## src/rtl/isqrt_newton_param.sv

```systemverilog
// isqrt_newton_param: integer square root by Newton iteration.
// Produces floor(sqrt(in)), the remainder in - out*out and the update count,
// behind a START/DONE/AVAILABLE level handshake. Seeding from the leading one
// keeps the estimate above the root, so the sequence decreases monotonically
// and stops as soon as it no longer shrinks.
module isqrt_newton_param #(
  parameter int WIDTH    = 32,
  parameter int MAX_ITER = 16,
  parameter int ITER_W   = $clog2(MAX_ITER + 1)
) (
  input  logic                clk,
  input  logic                rstn,
  input  logic [WIDTH-1:0]    in,
  input  logic                START,
  output logic                AVAILABLE,
  output logic                DONE,
  output logic [WIDTH/2-1:0]  out,
  output logic [WIDTH/2:0]    rem,
  output logic [ITER_W-1:0]   iters,
  output logic                TIMEOUT
);

  localparam int HALF = WIDTH / 2;
  localparam int XW   = HALF + 1;
  localparam int SW   = HALF + 2;
  localparam int PW   = WIDTH + 2;
  localparam int RW   = HALF + 1;
  localparam int LW   = $clog2(WIDTH + 1);

  typedef enum logic [1:0] {
    IDLE = 2'd0,
    ITER = 2'd1,
    HOLD = 2'd2
  } state_t;

  logic [1:0]        rst_sync;
  logic              rst_int;
  logic              start_q;
  state_t            state, state_nx;
  logic [WIDTH-1:0]  n_r, n_nx;
  logic [XW-1:0]     x_r, x_nx;
  logic [ITER_W-1:0] cnt_r, cnt_nx;
  logic [HALF-1:0]   out_nx;
  logic [RW-1:0]     rem_nx;
  logic [ITER_W-1:0] iters_nx;
  logic              timeout_nx, avail_nx, done_nx;

  logic [LW-1:0]     bitlen;
  logic [XW-1:0]     seed;
  logic [XW-1:0]     x_div;
  logic [XW-1:0]     quot;
  logic [SW-1:0]     sum;
  logic [XW-1:0]     y;
  logic [PW-1:0]     sq;
  logic [RW-1:0]     rem_conv;
  logic [HALF-1:0]   x_sat;

  // Reset asserts immediately but releases only after two clock edges
  always_ff @(posedge clk or negedge rstn) begin
    if (!rstn) rst_sync <= 2'b00;
    else       rst_sync <= {rst_sync[0], 1'b1};
  end

  assign rst_int = rst_sync[1];

  // Leading-one seed: 1 << ceil(bitlen/2) is always at or above sqrt(in)
  always_comb begin
    bitlen = '0;
    for (int i = 0; i < WIDTH; i++) begin
      if (in[i]) bitlen = LW'(i + 1);
    end
    seed = '0;
    if (bitlen != '0) seed = XW'(1) << ((bitlen + LW'(1)) >> 1);
  end

  // Newton step, remainder and saturated estimate; divisor forced nonzero so n=0 never divides by zero
  always_comb begin
    x_div    = (x_r == '0) ? XW'(1) : x_r;
    quot     = XW'(n_r / {{(WIDTH - XW){1'b0}}, x_div});
    sum      = SW'(x_r) + SW'(quot);
    y        = XW'(sum >> 1);
    sq       = PW'(x_r) * PW'(x_r);
    rem_conv = RW'(PW'(n_r) - sq);
    x_sat    = x_r[HALF] ? {HALF{1'b1}} : x_r[HALF-1:0];
  end

  // Next-state and next-output logic; START is seen through start_q in IDLE, raw in HOLD
  always_comb begin
    state_nx   = state;
    n_nx       = n_r;
    x_nx       = x_r;
    cnt_nx     = cnt_r;
    out_nx     = out;
    rem_nx     = rem;
    iters_nx   = iters;
    timeout_nx = TIMEOUT;
    avail_nx   = AVAILABLE;
    done_nx    = DONE;
    case (state)
      IDLE: begin
        avail_nx = 1'b1;
        done_nx  = 1'b0;
        if (start_q) begin
          n_nx       = in;
          x_nx       = seed;
          cnt_nx     = '0;
          avail_nx   = 1'b0;
          timeout_nx = 1'b0;
          state_nx   = ITER;
        end
      end
      ITER: begin
        if (x_r == '0 || y >= x_r) begin
          out_nx   = x_r[HALF-1:0];
          rem_nx   = rem_conv;
          iters_nx = cnt_r;
          done_nx  = 1'b1;
          state_nx = HOLD;
        end else if (cnt_r == ITER_W'(MAX_ITER)) begin
          timeout_nx = 1'b1;
          iters_nx   = cnt_r;
          rem_nx     = '0;
          out_nx     = x_sat;
          done_nx    = 1'b1;
          state_nx   = HOLD;
        end else begin
          x_nx   = y;
          cnt_nx = cnt_r + ITER_W'(1);
        end
      end
      HOLD: begin
        if (!START) begin
          done_nx  = 1'b0;
          avail_nx = 1'b1;
          state_nx = IDLE;
        end
      end
      default: state_nx = IDLE;
    endcase
  end

  // State, datapath and output registers
  always_ff @(posedge clk or negedge rst_int) begin
    if (!rst_int) begin
      start_q   <= 1'b0;
      state     <= IDLE;
      n_r       <= '0;
      x_r       <= '0;
      cnt_r     <= '0;
      out       <= '0;
      rem       <= '0;
      iters     <= '0;
      TIMEOUT   <= 1'b0;
      AVAILABLE <= 1'b1;
      DONE      <= 1'b0;
    end else begin
      start_q   <= START;
      state     <= state_nx;
      n_r       <= n_nx;
      x_r       <= x_nx;
      cnt_r     <= cnt_nx;
      out       <= out_nx;
      rem       <= rem_nx;
      iters     <= iters_nx;
      TIMEOUT   <= timeout_nx;
      AVAILABLE <= avail_nx;
      DONE      <= done_nx;
    end
  end

endmodule

```

## config.mk

```make
export PLATFORM = sky130hd
export DESIGN_NAME = isqrt_newton_param
export DESIGN_NICKNAME = d
export VERILOG_FILES = /design/src/rtl/isqrt_newton_param.sv
export SDC_FILE = /design/constraint.sdc
export NUM_CORES = 2
export LEC_CHECK = 0
export ABC_AREA = 1
export BUFFER_PORTS_ARGS = -buffer_cell sky130_fd_sc_hd__buf_4
export CAP_MARGIN = 5
export CORE_MARGIN = 2
export CORE_UTILIZATION = 57
export CTS_BUF_LIST = sky130_fd_sc_hd__clkbuf_4
export CTS_CLUSTER_DIAMETER = 80
export DETAILED_ROUTE_END_ITERATION = 8
export MAX_ROUTING_LAYER = met4
export PLACE_DENSITY = 0.74
export SLEW_MARGIN = 20
export SYNTH_ARGS = -nofsm -noshare
export SYNTH_HDL_FRONTEND = slang
export SYNTH_SLANG_ARGS = --single-unit
```

## constraint.sdc

```tcl
create_clock -name clk -period 8 [get_ports clk]
set_input_delay 1.2 -clock clk [delete_from_list [all_inputs] [get_ports clk]]
set_output_delay 1.2 -clock clk [all_outputs]
set_load 0.02 [all_outputs]
```

==> reports/qor.tcl, run 1 <==
set qor(run_status) {stopped before the end}
set qor(stop_stage) {5_1_grt}
set qor(toolErrorMsg) {[ERROR GRT-0116] Global routing finished with congestion. Check the congestion regions in the DRC Viewer.}
set qor(grt_start_max_net_pins) 74
set qor(root_buffer) {clkbuf_4}
set qor(cts-buffers-inserted) 9
set qor(detailed_place_hpwl_um) 100000
set qor(ctsLongestPathBuffers) 2
set qor(numPlacedInstances) 7693
set qor(die_w_um) 252
set qor(dp_worst_setup_slack_ps) -69670
set qor(io_pins) 76
set qor(synth.avg_cell_area_um2) 6.53
set qor(gr-usage-all-layers) 0.916
set qor(ys_types) 89
set qor(placement_rows) 90
set qor(wire_length_of_the_first_global_routing_pass_um) 434000
set qor(grt_pass1_vias) 66600
set qor(start_util) 0.578
set qor(die_y_um) 252
set qor(post_cts_hold_buffer_count) 0
set qor(synth_async_sr_flop_share) 1.00
set qor(yosys_register_bits) 100
set qor(routability_congestion) 0.971
set qor(netlist_area_um2) 34900
set qor(ctsHtreeMaxLevel) 3
set qor(synth_enable_flop_cells) 0
set qor(syn-instance-count) 5353
set qor(ys_dominant_reg_cell) {dfrtp_1}
set qor(number_of_synthesis_warnings) 0
set qor(grt.overflow.total) 1419
set qor(numClockSinks) 100
set qor(port_buffers) 75
set qor(seq_area_frac_synth) 0.0717
set qor(synth_net_count) 6005
logic make-up after synthesis:
group / synth area share
other: 0.000107
adders and majority gates: 0.243
and+or+nand+nor: 0.310
buffers and inverters: 0.122
DFF: 0.0717
xor gates and xnor gates: 0.0890
AOI/OAI and AO/OA: 0.164
synth_stat cells, drive strengths merged (28+ instances only):
| cell type | count | area share |
|---|---|---|
| nor2 | 347 | 0.048 |
| nor3 | 43 | 0.0069 |
| a21oi | 376 | 0.058 |
| nand2 | 1332 | 0.15 |
| inv | 862 | 0.093 |
| o21bai | 43 | 0.0095 |
| or2 | 66 | 0.012 |
| ha | 516 | 0.18 |
| dfrtp | 99 | 0.071 |
| o31ai | 28 | 0.0062 |
| xnor2 | 101 | 0.025 |
| nand4 | 95 | 0.019 |
| xor2 | 253 | 0.064 |
| o21ai | 446 | 0.065 |
| fa | 101 | 0.058 |
| buf | 39 | 0.012 |
| nand3 | 324 | 0.060 |
| clkbuf | 95 | 0.014 |
routing by layer:
layer	overflow	global-route usage
met3	81	0.807
met4	344	0.924
met1	109	0.885
met2	885	1.04
met5	-	-
through the flow:
stage | instance area, µm² | util | hold WS (ps)
after detailed placement | 49000 | 0.810 | 274
after CTS | 55300 | 0.914 | 280
after global placement | 49000 | 0.810 | 277
after floorplan | 36400 | - | 331
repair_timing:
item	CTS
gates cloned	8
buffers inserted	669
pin swaps	271
endpoints found under the setup margin	97
hold endpoints to repair	0
gates resized for setup	257
==> inputs of run 2 (changes only) <==
Settings changed: CORE_UTILIZATION 57 to 40, CTS_BUF_LIST sky130_fd_sc_hd__clkbuf_4 to unset, CTS_CLUSTER_DIAMETER 80 to unset, MAX_ROUTING_LAYER met4 to unset, PLACE_DENSITY 0.74 to unset, PLACE_DENSITY_LB_ADDON set to 0.15.
==> run 2 against run 1 <==
  * The flow now finishes, with violations (setup timing)
  * Synthesized area unchanged
  * Synthesized cell count unchanged
==> reports/qor.tcl, run 2 <==
set qor(minimum_period_implied_by_the_final_worst_setup_slack_ps) 78610
set qor(cts-buffers-inserted) 9 ;# unchanged
set qor(synth_async_sr_flop_share) 1.00 ;# unchanged
set qor(antenna_violating_nets_post_route) 0
set qor(registers.top_by_ff_count) {n_r}
set qor(netlist_area_um2) 34900 ;# unchanged
set qor(timing.clock.skew_ps) 17.1
set qor(maximum_fanout_along_the_worst_path) 22
set qor(wl_per_cell_um) 18.0
set qor(layout_commonest_cell) {buf_4}
set qor(critPathCaptureType) {register}
set qor(syn_to_final_growth_pct) 74.8
set qor(die_area_um2) 89700
set qor(r2r_setup_slack_ps) -70610
set qor(grt_pass1_vias) 46300
set qor(tightestPinTransition_ps) 1260
set qor(most_frequent_cells_after_synthesis) {nand2_1, inv_1, ha_1} ;# unchanged
set qor(wire_length_of_the_first_global_routing_pass_um) 235000
set qor(synth_enable_flop_cells) 0 ;# unchanged
set qor(grt_start_max_net_pins) 56
set qor(number_of_synthesis_warnings) 0 ;# unchanged
set qor(critical_path_class) {register to register}
set qor(start_util) 0.403 ;# was 0.578
set qor(yosys_register_bits) 100 ;# unchanged
set qor(post-route-period-util) 9.83
set qor(io_pins) 76 ;# unchanged
set qor(ys_types) 89 ;# unchanged
set qor(ys_dominant_reg_cell) {dfrtp_1} ;# unchanged
set qor(post_synth_main_area_contributors) {ha_1, nand2_1, inv_1} ;# unchanged
set qor(num_vias) 47800
set qor(post-synth-top-area-fraction) 0.185 ;# unchanged
set qor(root_buffer) {clkbuf_16} ;# was clkbuf_4
set qor(worstRegToRegCells) 645
set qor(violations) {setup timing}
set qor(gr-usage-all-layers) 0.324
set qor(cts_tree) {built}
set qor(firstDrtPassIters) 8
set qor(clk_latency_ps) 390
set qor(synthDominantAreaCellType) {ha_1} ;# unchanged
set qor(run_status) {finished, violations left} ;# was stopped before the end
set qor(cp-startpoint) {x_r[12]$_DFFE_PN0P_}
set qor(critical-path-slowest-cell) {dfrtp_1}
set qor(timing.max_slew.rel_slack) 0.148
set qor(report.final.slew_viol_count) 0
set qor(area.sequential_um2) 2510
set qor(grt.overflow.total) 0
set qor(reg.largest.list) {n_r x32, rem x17, x_r x17}
set qor(ctsLongestPathBuffers) 2 ;# unchanged
set qor(worst_hold_path_type) {register to asynchronous set/reset pin}
set qor(highest_attainable_clock_frequency_mhz) 12.7
set qor(timing.critical_path.to) {x_r[1]$_DFFE_PN0P_}
set qor(worst_path_largest_cell_delay_ps) 420
set qor(placement_rows) 108 ;# was 90
set qor(synth_net_count) 6005 ;# unchanged
set qor(core_um2) 86600
set qor(maxCapViolCount) 0
set qor(detailedRoute.firstIterationViolations) 3415
set qor(seq_area_frac_synth) 0.0717 ;# unchanged
set qor(timing.final.setup_violations) 97
set qor(routability_congestion) 0.919 ;# was 0.971
set qor(timing.critical_path.mode_cell) {buf_4}
set qor(reg2reg_to) {x_r[1]$_DFFE_PN0P_}
set qor(initial_antenna_violation_count) 4
set qor(layout.filler_cells) 6545
set qor(routed_wire_length_um) 163000
set qor(grt_setup_unrepaired) {yes}
set qor(drc) 0
set qor(final_critical_path_setup_slack_ps) -70610
set qor(port_buffers) 75 ;# unchanged
set qor(syn-instance-count) 5353 ;# unchanged
set qor(numClockSinks) 100 ;# unchanged
set qor(post_cts_hold_buffer_count) 0 ;# unchanged
set qor(crit_path_start_kind) {register}
set qor(final_hold_violations) 0
set qor(synth.avg_cell_area_um2) 6.53 ;# unchanged
set qor(ctsHtreeMaxLevel) 3 ;# unchanged
set qor(multiInputGateArea_um2) 32900
set qor(most-common-layout-cells) {buf_4, nand2_1, inv_1}
set qor(largest_register_ffs) 32
set qor(clkTransAtPathRegs_ps) 90
set qor(required_ps) 8250
set qor(timing.rr.start) {x_r[12]$_DFFE_PN0P_}
set qor(nNetsFinal) 8562
set qor(detail_route.vias_per_cell) 5.27
set qor(die_y_um) 300 ;# was 252 µm
set qor(dp_worst_setup_slack_ps) -68380 ;# was -69670 ps
set qor(synth_most_common_cell) {nand2_1} ;# unchanged
set qor(die_w_um) 300 ;# was 252 µm
set qor(detailed_place_hpwl_um) 99600 ;# was 100000 µm
set qor(arrival_time_at_the_worst_endpoint_ps) 78860
set qor(final_layout_size_suffix_gt1_frac) 0.499
## run 2: kinds of logic after synthesis
| logic type | after synthesis | share of synthesized area |
|---|---|---|
| and+or+nand+nor | 2256 | 0.310 |
| adders and majority gates | 617 | 0.243 |
| other | 1 | 0.000107 |
| DFF | 100 | 0.0717 |
| buffers and inverters | 1020 | 0.122 |
| xor gates and xnor gates | 354 | 0.0890 |
| AOI/OAI and AO/OA | 1005 | 0.164 |
## run 2: area by class of cell
type | count | area share
multi-input combinational | 4234 | 0.538
timing repair buffer | 2674 | 0.335
inverter | 886 | 0.0566
sequential | 100 | 0.0410
tap | 1155 | 0.0237
clock buffer | 9 | 0.00369
clock inverter | 7 | 0.00193
timing repair inverter | 5 | 0.000533
antenna | 1 | 0.0000410
## run 2: what timing repair did
action,CTS,global route
setup buffers,741,172
gates cloned,11,5
gates resized for setup,339,595
pin swaps,292,508
setup endpoints to repair,97,97
## run 2: worst min path at each step
stage / endpoint / cells past startpoint / slack [ps]
global placement: rst_sync[1]$_DFF_PN0_ / 0 / 330
finish: iters[0]$_DFFE_PN0P_ / 0 / 350
CTS: rst_sync[1]$_DFF_PN0_ / 0 / 360
detailed placement: rst_sync[1]$_DFF_PN0_ / 0 / 350
floorplan: rst_sync[1]$_DFF_PN0_ / 0 / 330
global route: rst_sync[1]$_DFF_PN0_ / 0 / 380
## run 2: critical path, delay by kind of cell (launching register included)
kind / cells / cell delay [ps]
buffers and inverters: 201 / 18990
adders and majority gates: 32 / 8650
AOI/OAI and AO/OA: 190 / 27520
xor gates and xnor gates: 3 / 580
and+or+nand+nor: 219 / 22090
DFF: 1 / 420
## run 2: layer usage
metal	global-route usage	up-vias	share of wire
met3	0.0383	907	0.067
met5	0	-	0.00026
met2	0.575	1998	0.48
met1	0.375	22300	0.38
met4	0.188	6	0.075
li1	-	22600	-
## run 2: through the flow
stage	instance area, µm²	cells	util	setup TNS [ps]	hold slack, ps
2_1_floorplan	36400	5353	-	-6890490	331
3_3_place_gp	49900	8137	0.577	-6426760	332
3_5_place_dp	49900	8137	0.577	-6607080	347
4_1_cts	57400	8905	0.663	-6288270	365
5_1_grt	61100	9071	0.705	-7277730	383
6_report	61100	9071	0.705	-6821540	355
Power of run 2 is not shown: default switching activity piles up to over one toggle a cycle in this logic, so the estimate is an artifact.
